`src/rtl/sm_cache_node_if.sv`:
```
// Handshake and directory message bundle between a CPU, one cache-line
// coherence controller and the directory.
interface sm_cache_node_if #(
  parameter int TAG_W = 4
);
  logic             cpuReq;
  logic             cpuWe;
  logic [TAG_W-1:0] cpuTag;
  logic             cpuReady;
  logic             cpuDone;
  logic             readMiss;
  logic             writeMiss;
  logic             writeBack;
  logic [TAG_W-1:0] missTag;
  logic             dataValueReply;
  logic             invalidateIn;
  logic             fetchIn;
  logic [2:0]       currentState;

  modport master (
    output cpuReq, cpuWe, cpuTag,
    output dataValueReply, invalidateIn, fetchIn,
    input  cpuReady, cpuDone,
    input  readMiss, writeMiss, writeBack, missTag,
    input  currentState
  );

  modport slave (
    input  cpuReq, cpuWe, cpuTag,
    input  dataValueReply, invalidateIn, fetchIn,
    output cpuReady, cpuDone,
    output readMiss, writeMiss, writeBack, missTag,
    output currentState
  );
endinterface

```
`src/rtl/sm_cache_node.sv`:
```
// MSI cache-side coherence controller for a single line: turns CPU accesses
// into directory miss/writeback messages and applies directory downgrades.
module sm_cache_node #(
  parameter int TAG_W = 4
) (
  input logic         clock,
  input logic         reset,
  sm_cache_node_if.slave bus
);

  localparam logic [2:0] ST_I  = 3'b000;
  localparam logic [2:0] ST_S  = 3'b001;
  localparam logic [2:0] ST_M  = 3'b010;
  localparam logic [2:0] ST_WB = 3'b011;
  localparam logic [2:0] ST_RD = 3'b100;
  localparam logic [2:0] ST_WR = 3'b101;

  logic [2:0]       state, state_n;
  logic [TAG_W-1:0] stored_tag, stored_tag_n;
  logic [TAG_W-1:0] pend_tag, pend_tag_n;
  logic             pend_we, pend_we_n;
  logic [TAG_W-1:0] miss_tag, miss_tag_n;
  logic             done_q, done_n;
  logic             rd_q, rd_n;
  logic             wr_q, wr_n;
  logic             wb_q, wb_n;
  logic             ready_q, ready_n;
  logic             hit;
  logic             fresh;

  assign hit = ((state == ST_S) || (state == ST_M))
            && (bus.cpuTag == stored_tag);

  always_comb begin
    state_n      = state;
    stored_tag_n = stored_tag;
    pend_tag_n   = pend_tag;
    pend_we_n    = pend_we;
    miss_tag_n   = miss_tag;
    done_n       = 1'b0;
    rd_n         = 1'b0;
    wr_n         = 1'b0;
    wb_n         = 1'b0;
    fresh        = 1'b0;

    unique case (state)
      ST_I: begin
        fresh = bus.cpuReq;
      end
      ST_S: begin
        if (bus.invalidateIn) begin
          state_n = ST_I;
        end else if (bus.cpuReq) begin
          if (hit && !bus.cpuWe) begin
            done_n = 1'b1;
          end else begin
            // write hit upgrades; any miss drops the clean line silently
            fresh = 1'b1;
          end
        end
      end
      ST_M: begin
        if (bus.fetchIn || bus.invalidateIn) begin
          wb_n       = 1'b1;
          miss_tag_n = stored_tag;
          state_n    = bus.invalidateIn ? ST_I : ST_S;
        end else if (bus.cpuReq) begin
          if (hit) begin
            done_n = 1'b1;
          end else begin
            wb_n       = 1'b1;
            miss_tag_n = stored_tag;
            pend_we_n  = bus.cpuWe;
            pend_tag_n = bus.cpuTag;
            state_n    = ST_WB;
          end
        end
      end
      ST_WB: begin
        rd_n         = !pend_we;
        wr_n         = pend_we;
        miss_tag_n   = pend_tag;
        stored_tag_n = pend_tag;
        state_n      = pend_we ? ST_WR : ST_RD;
      end
      ST_RD: begin
        if (bus.dataValueReply) begin
          done_n  = 1'b1;
          state_n = ST_S;
        end
      end
      ST_WR: begin
        if (bus.dataValueReply) begin
          done_n  = 1'b1;
          state_n = ST_M;
        end
      end
      default: begin
        state_n = ST_I;
      end
    endcase

    if (fresh) begin
      rd_n         = !bus.cpuWe;
      wr_n         = bus.cpuWe;
      miss_tag_n   = bus.cpuTag;
      stored_tag_n = bus.cpuTag;
      state_n      = bus.cpuWe ? ST_WR : ST_RD;
    end

    ready_n = (state_n == ST_I) || (state_n == ST_S)
           || (state_n == ST_M);
  end

  always_ff @(posedge clock or posedge reset) begin
    if (reset) begin
      state      <= ST_I;
      stored_tag <= '0;
      pend_tag   <= '0;
      pend_we    <= 1'b0;
      miss_tag   <= '0;
      done_q     <= 1'b0;
      rd_q       <= 1'b0;
      wr_q       <= 1'b0;
      wb_q       <= 1'b0;
      ready_q    <= 1'b1;
    end else begin
      state      <= state_n;
      stored_tag <= stored_tag_n;
      pend_tag   <= pend_tag_n;
      pend_we    <= pend_we_n;
      miss_tag   <= miss_tag_n;
      done_q     <= done_n;
      rd_q       <= rd_n;
      wr_q       <= wr_n;
      wb_q       <= wb_n;
      ready_q    <= ready_n;
    end
  end

  assign bus.cpuReady     = ready_q;
  assign bus.cpuDone      = done_q;
  assign bus.readMiss     = rd_q;
  assign bus.writeMiss    = wr_q;
  assign bus.writeBack    = wb_q;
  assign bus.missTag      = miss_tag;
  assign bus.currentState = state;

endmodule

```
`src/flat_wrapper.sv`:
```
// flat-port wrapper written by rule: the top's interface ports become plain ports
module sm_cache_node_flat 
#(
  parameter int TAG_W = 4
)
  (clock, reset, bus_cpuReq, bus_cpuWe, bus_cpuTag, bus_dataValueReply, bus_invalidateIn, bus_fetchIn, bus_cpuReady, bus_cpuDone, bus_readMiss, bus_writeMiss, bus_writeBack, bus_missTag, bus_currentState);
  sm_cache_node_if #(.TAG_W(TAG_W)) bus_i ();
  input logic clock;
  input logic reset;
  input wire logic [$bits(bus_i.cpuReq)-1:0] bus_cpuReq;
  input wire logic [$bits(bus_i.cpuWe)-1:0] bus_cpuWe;
  input wire logic [$bits(bus_i.cpuTag)-1:0] bus_cpuTag;
  input wire logic [$bits(bus_i.dataValueReply)-1:0] bus_dataValueReply;
  input wire logic [$bits(bus_i.invalidateIn)-1:0] bus_invalidateIn;
  input wire logic [$bits(bus_i.fetchIn)-1:0] bus_fetchIn;
  output wire logic [$bits(bus_i.cpuReady)-1:0] bus_cpuReady;
  output wire logic [$bits(bus_i.cpuDone)-1:0] bus_cpuDone;
  output wire logic [$bits(bus_i.readMiss)-1:0] bus_readMiss;
  output wire logic [$bits(bus_i.writeMiss)-1:0] bus_writeMiss;
  output wire logic [$bits(bus_i.writeBack)-1:0] bus_writeBack;
  output wire logic [$bits(bus_i.missTag)-1:0] bus_missTag;
  output wire logic [$bits(bus_i.currentState)-1:0] bus_currentState;
  assign bus_i.cpuReq = bus_cpuReq;
  assign bus_i.cpuWe = bus_cpuWe;
  assign bus_i.cpuTag = bus_cpuTag;
  assign bus_i.dataValueReply = bus_dataValueReply;
  assign bus_i.invalidateIn = bus_invalidateIn;
  assign bus_i.fetchIn = bus_fetchIn;
  assign bus_cpuReady = bus_i.cpuReady;
  assign bus_cpuDone = bus_i.cpuDone;
  assign bus_readMiss = bus_i.readMiss;
  assign bus_writeMiss = bus_i.writeMiss;
  assign bus_writeBack = bus_i.writeBack;
  assign bus_missTag = bus_i.missTag;
  assign bus_currentState = bus_i.currentState;
  sm_cache_node #(.TAG_W(TAG_W)) u_core (.clock(clock), .reset(reset), .bus(bus_i));
endmodule
```
`config.mk`:
```
export PLATFORM = sky130hd
export DESIGN_NAME = sm_cache_node_flat
export DESIGN_NICKNAME = d
export VERILOG_FILES = /design/src/rtl/sm_cache_node_if.sv /design/src/rtl/sm_cache_node.sv /design/src/flat_wrapper.sv
export SDC_FILE = /design/constraint.sdc
export NUM_CORES = 1
export LEC_CHECK = 0
export ABC_AREA = 1
export CAP_MARGIN = 30
export CELL_PAD_IN_SITES_DETAIL_PLACEMENT = 0
export CELL_PAD_IN_SITES_GLOBAL_PLACEMENT = 1
export CORE_MARGIN = 2
export CORE_UTILIZATION = 36
export DETAILED_ROUTE_END_ITERATION = 10
export PLACE_DENSITY_LB_ADDON = 0.1
export SETUP_SLACK_MARGIN = 0.05
export SKIP_LAST_GASP = 1
export SYNTH_ARGS = -nofsm -noshare
export SYNTH_HDL_FRONTEND = slang
export SYNTH_SLANG_ARGS = --single-unit
```
`constraint.sdc`:
```
create_clock -name clock -period 1.8 [get_ports clock]
set_input_delay 0.36 -clock clock [delete_from_list [all_inputs] [get_ports clock]]
set_output_delay 0.36 -clock clock [all_outputs]
set_load 0.01 [all_outputs]
```
# Word-level counts from Yosys, hierarchy flattened
# Cells that the tools add are included.
# word_totals
register_bits	21
input_bits	11
out_inout_bits	12
# classes
n_eq_ne	10
muxes	38
n_bitwise	2
n_reduce_logical	15
# op_table
cell	n
$mux 4	6
$mux 1	21
$mux 3	7
$pmux 3 s6	1
$eq 3x2->1 const B	3
$pmux 4 s2	1
$eq 3x1->1 const B	2
$eq 3x3->1 const B	2
$logic_not 3->1	2
$eq 4x4->1	1
$logic_or 1x1->1	4
$ne 4x3->1 const B	1
$ne 4x4->1 const B	1
$reduce_and 4->1	1
$pmux 1 s3	1
$reduce_and 3->1	1
$reduce_bool 3->1	1
$logic_and 1x1->1	2
$logic_not 1->1	2
$not 1->1	2
$pmux 1 s2	1
$reduce_bool 2->1	1
$reduce_or 2->1	1

# Depth between registers and ports, before layout
# logic_depth
word_depth	12
mapped_depth	13
depth_no_buf	12

# Least setup slack after synthesis
# No wires, ideal clock.
# synth_path
kind	reg2reg
startpoint	register u_core.state[0], in the netlist u_core.bus.currentState[0]
endpoint	register u_core.miss_tag[0], in the netlist u_core.bus.missTag[0]
setup_ns	0.117
arrival_time_ns	1.342
required_time_ns	1.683
setup_slack_ns	0.341
stages_incl_launch_ff	11
n_path_buf	0
synth_period_minus_slack_ns	1.459
cell_sequence	dfrtp_1 > inv_2 > nand3_2 > nand2_1 > nand3_1 > nand2_2 > nand2_2 > o21ai_2 > nand2_2 > nand2_1 > nand2_1
# synth_via
elab_chain_cells	10
word_cells_on_any_way	17
# synth_rtl
element	line	rtl
start: declaration	sm_cache_node.sv:18	logic [2:0] state, state_n;
start signal: assignment	sm_cache_node.sv:128	state <= state_n;
$eq 3x1->1 or $eq 3x2->1 (tied branches)	sm_cache_node.sv:31, sm_cache_node.sv:46	
$logic_or 1x1->1	sm_cache_node.sv:31	assign hit = ((state == ST_S) || (state == ST_M))
$logic_and 1x1->1	sm_cache_node.sv:32	&& (bus.cpuTag == stored_tag);
$logic_and 1x1->1	sm_cache_node.sv:54	if (hit && !bus.cpuWe) begin
$mux 1	sm_cache_node.sv:54	
$mux 1	sm_cache_node.sv:53	end else if (bus.cpuReq) begin
$mux 1	sm_cache_node.sv:51	if (bus.invalidateIn) begin
$pmux 1 s2	sm_cache_node.sv:46	unique case (state)
$ne 4x4->1 (no source line) (tied with other cells)	n/a	
$reduce_and 3->1 (no source line)	n/a	
end signal: assignment	sm_cache_node.sv:132	miss_tag <= miss_tag_n;
end: declaration	sm_cache_node.sv:22	logic [TAG_W-1:0] miss_tag, miss_tag_n;
# Several ways; a longest one is shown, not always the timed one.
# A chain may end at the register's enable or synchronous reset.

# Worst setup path in the final report
# layout_path
startpoint	register u_core.state[2], in the netlist u_core.bus.currentState[2]
endpoint	output port bus_currentState[2]
# layout_rtl
element	line	rtl
end: declaration	flat_wrapper.sv:22	output wire logic [$bits(bus_i.currentState)-1:0] bus_currentState;
# No word-level cell between the ends.

==> impl_metrics.ini <==
[run_status]
status = finished, violations left
violations = DRC

[sta]
tightest_slew_ns = 0.280
rsz0062_at_grt = yes
layout_min_cycle_time_ns = 1.69
slew_headroom_pct = 81.3
finalMaxSlewViolations = 0
fin_crit_sh_pct = 93.7
setup_violations = 0
skew_ns = 0.00417
hold_violations = 0
fmax_mhz = 593
holdWs_ns = 0.363

[routing]
ant_nets = 0
avgRoutedWirePerCell_um = 12.2
drc = 2
drtIter0Drc = 21
drtPass1Iterations = 7
routed_wirelength_mm = 2.55
viasPerCell = 4.71
vias = 985

[logic_synthesis]
synth_edf_count = 0
synthArstFlopShare_pct = 100
netlist_area_um2 = 1080
synthCells = 136
yosys.area.top_type = dfrtp_1
synth_area_leaders = dfrtp_1, nand2_1, nand3_1
synth_nets = 147
synth_top_area_share_pct = 46.5
yosys.cell_types.count = 21
ys_seq_area_share_pct = 48.9
syn_avg_cell_area_um2 = 7.92
ys.flop_type = dfrtp_1
yosysWarningCount = 0
ys_ff_latch = 21

[pwr]
pwr-share-seq_pct = 37.1
p_leak_nw = 0.770
irDropWorstVdd_mv = 0.629
internal_power_mw = 1.28
power_switching_mw = 0.826
combPwrFrac_pct = 51.5
power_frac_clock_pct = 11.3
netSwitchingFraction_pct = 39.1
powerDensity_nw_per_um2 = 1380

[global_route]
antenna_found_initial = 0
grt_overflow_total = 0
grt_pass1_vias = 966
grt_util_all_layers_pct = 16.8
grt_pass1_wl_mm = 4.28
grt_max_degree = 22

[die]
num_rows = 19
dieHeight_um = 58.7
core_area_um2 = 2810
num_io_pins = 23
start_util_pct = 38.4
die_w_um = 58.7
die_area_um2 = 3450

[cts]
cts.hold.buffers_added = 0
cts_root_buf = clkbuf_4
clock_sinks = 21
numCtsBuffers = 3
clk_path_buf_depth = 2
post_cts_buffers = 0
cts_tree = yes
ctsResizeCount = 0
path_clk_slew_ns = 0.12
cts.htree.levels = 1
clk_latency_ns = 0.31

[setup_path]
slowest_delay_ns = 0.57
cp_top_family = buffers and inverters
ff2ff_path_depth = 10
cp_data_arrival_time_ns = 1.33
r2r_start = u_core.bus.currentState[0]$_DFF_PP0_
path_max_fanout = 5
crit_chain = clkdlybuf4s50_1
end_kind = output port
slowest_stage = clkdlybuf4s50_1
critical_path_depth = 1
r2r_setup_slack_ns = 0.23
worst_ep_required_time_ns = 1.44
startpoint_type = flop
critical_path_class = flop to output port
r2r-end = u_core.bus.missTag[3]$_DFFE_PP0P_
path_buf_inv = 1

[place]
dp_cells = 205
routabilityCongestion = 0.826
port_buffers = 22
hpwl_mm = 1.88

[worst_hold_path]
hold_path_class = primary input to asynchronous set/reset pin

[finish]
area_delta_synth_final_pct = 41.6
nets = 190
antenna_cells = 0
fin_cells = 209
drive_gt1_share_pct = 26.4
fill_cells = 281

[flow_run]
maxCapViolCount = 0
==> sequential cells by signal, indices dropped and copies added, names as in the netlist <==
signal / flops
u_core.bus.missTag: 4
u_core.pend_tag: 4
u_core.stored_tag: 4
u_core.bus.currentState: 3
u_core.bus.cpuDone: 1
u_core.bus.cpuReady: 1
u_core.bus.readMiss: 1
u_core.bus.writeBack: 1
u_core.bus.writeMiss: 1
u_core.pend_we: 1
==> layer usage <==
layer / vias up / share of wire [%] / track usage (%)
met2: 20 / 42 / 23.8
li1: 520 / - / -
met5: - / 0 / 0
met3: 5 / 3.3 / 3.30
met4: 0 / 2.0 / 7.79
met1: 440 / 53 / 24.7
==> cells by family after synthesis <==
logic type      Yosys count  share of synthesized area, %
simple gates             80                          34.7
flops                    21                          48.9
buf+inv                  18                          7.08
compound gates           17                          9.29
==> cells in the final DEF (no fill, tap or decap), types with 5 or more instances in the layout <==
cell type / instances
buf_4: 16
clkdlybuf4s50_1: 21
dfrtp_1: 19
inv_1: 11
inv_2: 5
nand2_1: 42
nand2_2: 10
nand3_1: 15
o21ai_0: 11
==> cell type report <==
type	count	area, um^2	area share [%]
Clock buffer	4	26.3	1.72
Inverter	16	60.1	3.94
Multi-Input combinational cell	97	489	32.1
Sequential cell	21	528	34.6
Tap cell	31	38.8	2.54
Timing Repair Buffer	40	383	25.1
==> worst max-delay path by stage <==
stage / start / end / slack [ns]
2_1_floorplan: u_core.bus.currentState[0]$_DFF_PP0_ / u_core.bus.missTag[0]$_DFFE_PP0P_ / 0.34
3_3_place_gp: bus_cpuTag[0] / u_core.bus.missTag[2]$_DFFE_PP0P_ / -0.22
3_5_place_dp: bus_cpuTag[0] / u_core.bus.missTag[2]$_DFFE_PP0P_ / -0.23
4_1_cts: u_core.bus.cpuReady$_DFF_PP1_ / bus_cpuReady / 0.05
5_1_grt: bus_cpuTag[0] / u_core.bus.missTag[3]$_DFFE_PP0P_ / 0.02
6_report: u_core.bus.currentState[2]$_DFF_PP0_ / bus_currentState[2] / 0.11
==> metrics by stage <==
step | setup TNS [ns] | util, % | power [mW] | setup WS (ns) | cell area, um^2
after floorplan | 0 | - | 1.37 | 0.341 | 1080
after global placement | -1.93 | 52.8 | 1.86 | -0.221 | 1480
after detailed placement | -2.09 | 52.8 | 1.86 | -0.225 | 1480
after CTS | 0 | 53.7 | 2.11 | 0.0548 | 1510
after global routing | 0 | 54.4 | 2.28 | 0.0239 | 1530
final | 0 | 54.4 | 2.11 | 0.114 | 1530
==> synth_stat cells (2+ instances only) <==
| cell type | n |
|---|---|
| nor2_1 | 7 |
| nand2_1 | 42 |
| nand3_1 | 15 |
| nand2_2 | 10 |
| o21ai_0 | 11 |
| o21ai_1 | 2 |
| inv_1 | 11 |
| nand2_4 | 2 |
| dfrtp_1 | 20 |
| inv_2 | 5 |
==> power groups by stage <==
| stage | clock, mW | combinational (mW) | sequential (mW) |
|---|---|---|---|
| after floorplan | 0 | 0.560 | 0.809 |
| after global placement | 0 | 1.09 | 0.779 |
| after detailed placement | 0 | 1.08 | 0.782 |
| after CTS | 0.248 | 1.09 | 0.776 |
| after global routing | 0.267 | 1.21 | 0.809 |
| final | 0.239 | 1.09 | 0.784 |
Power figures use the tool's default switching activity.
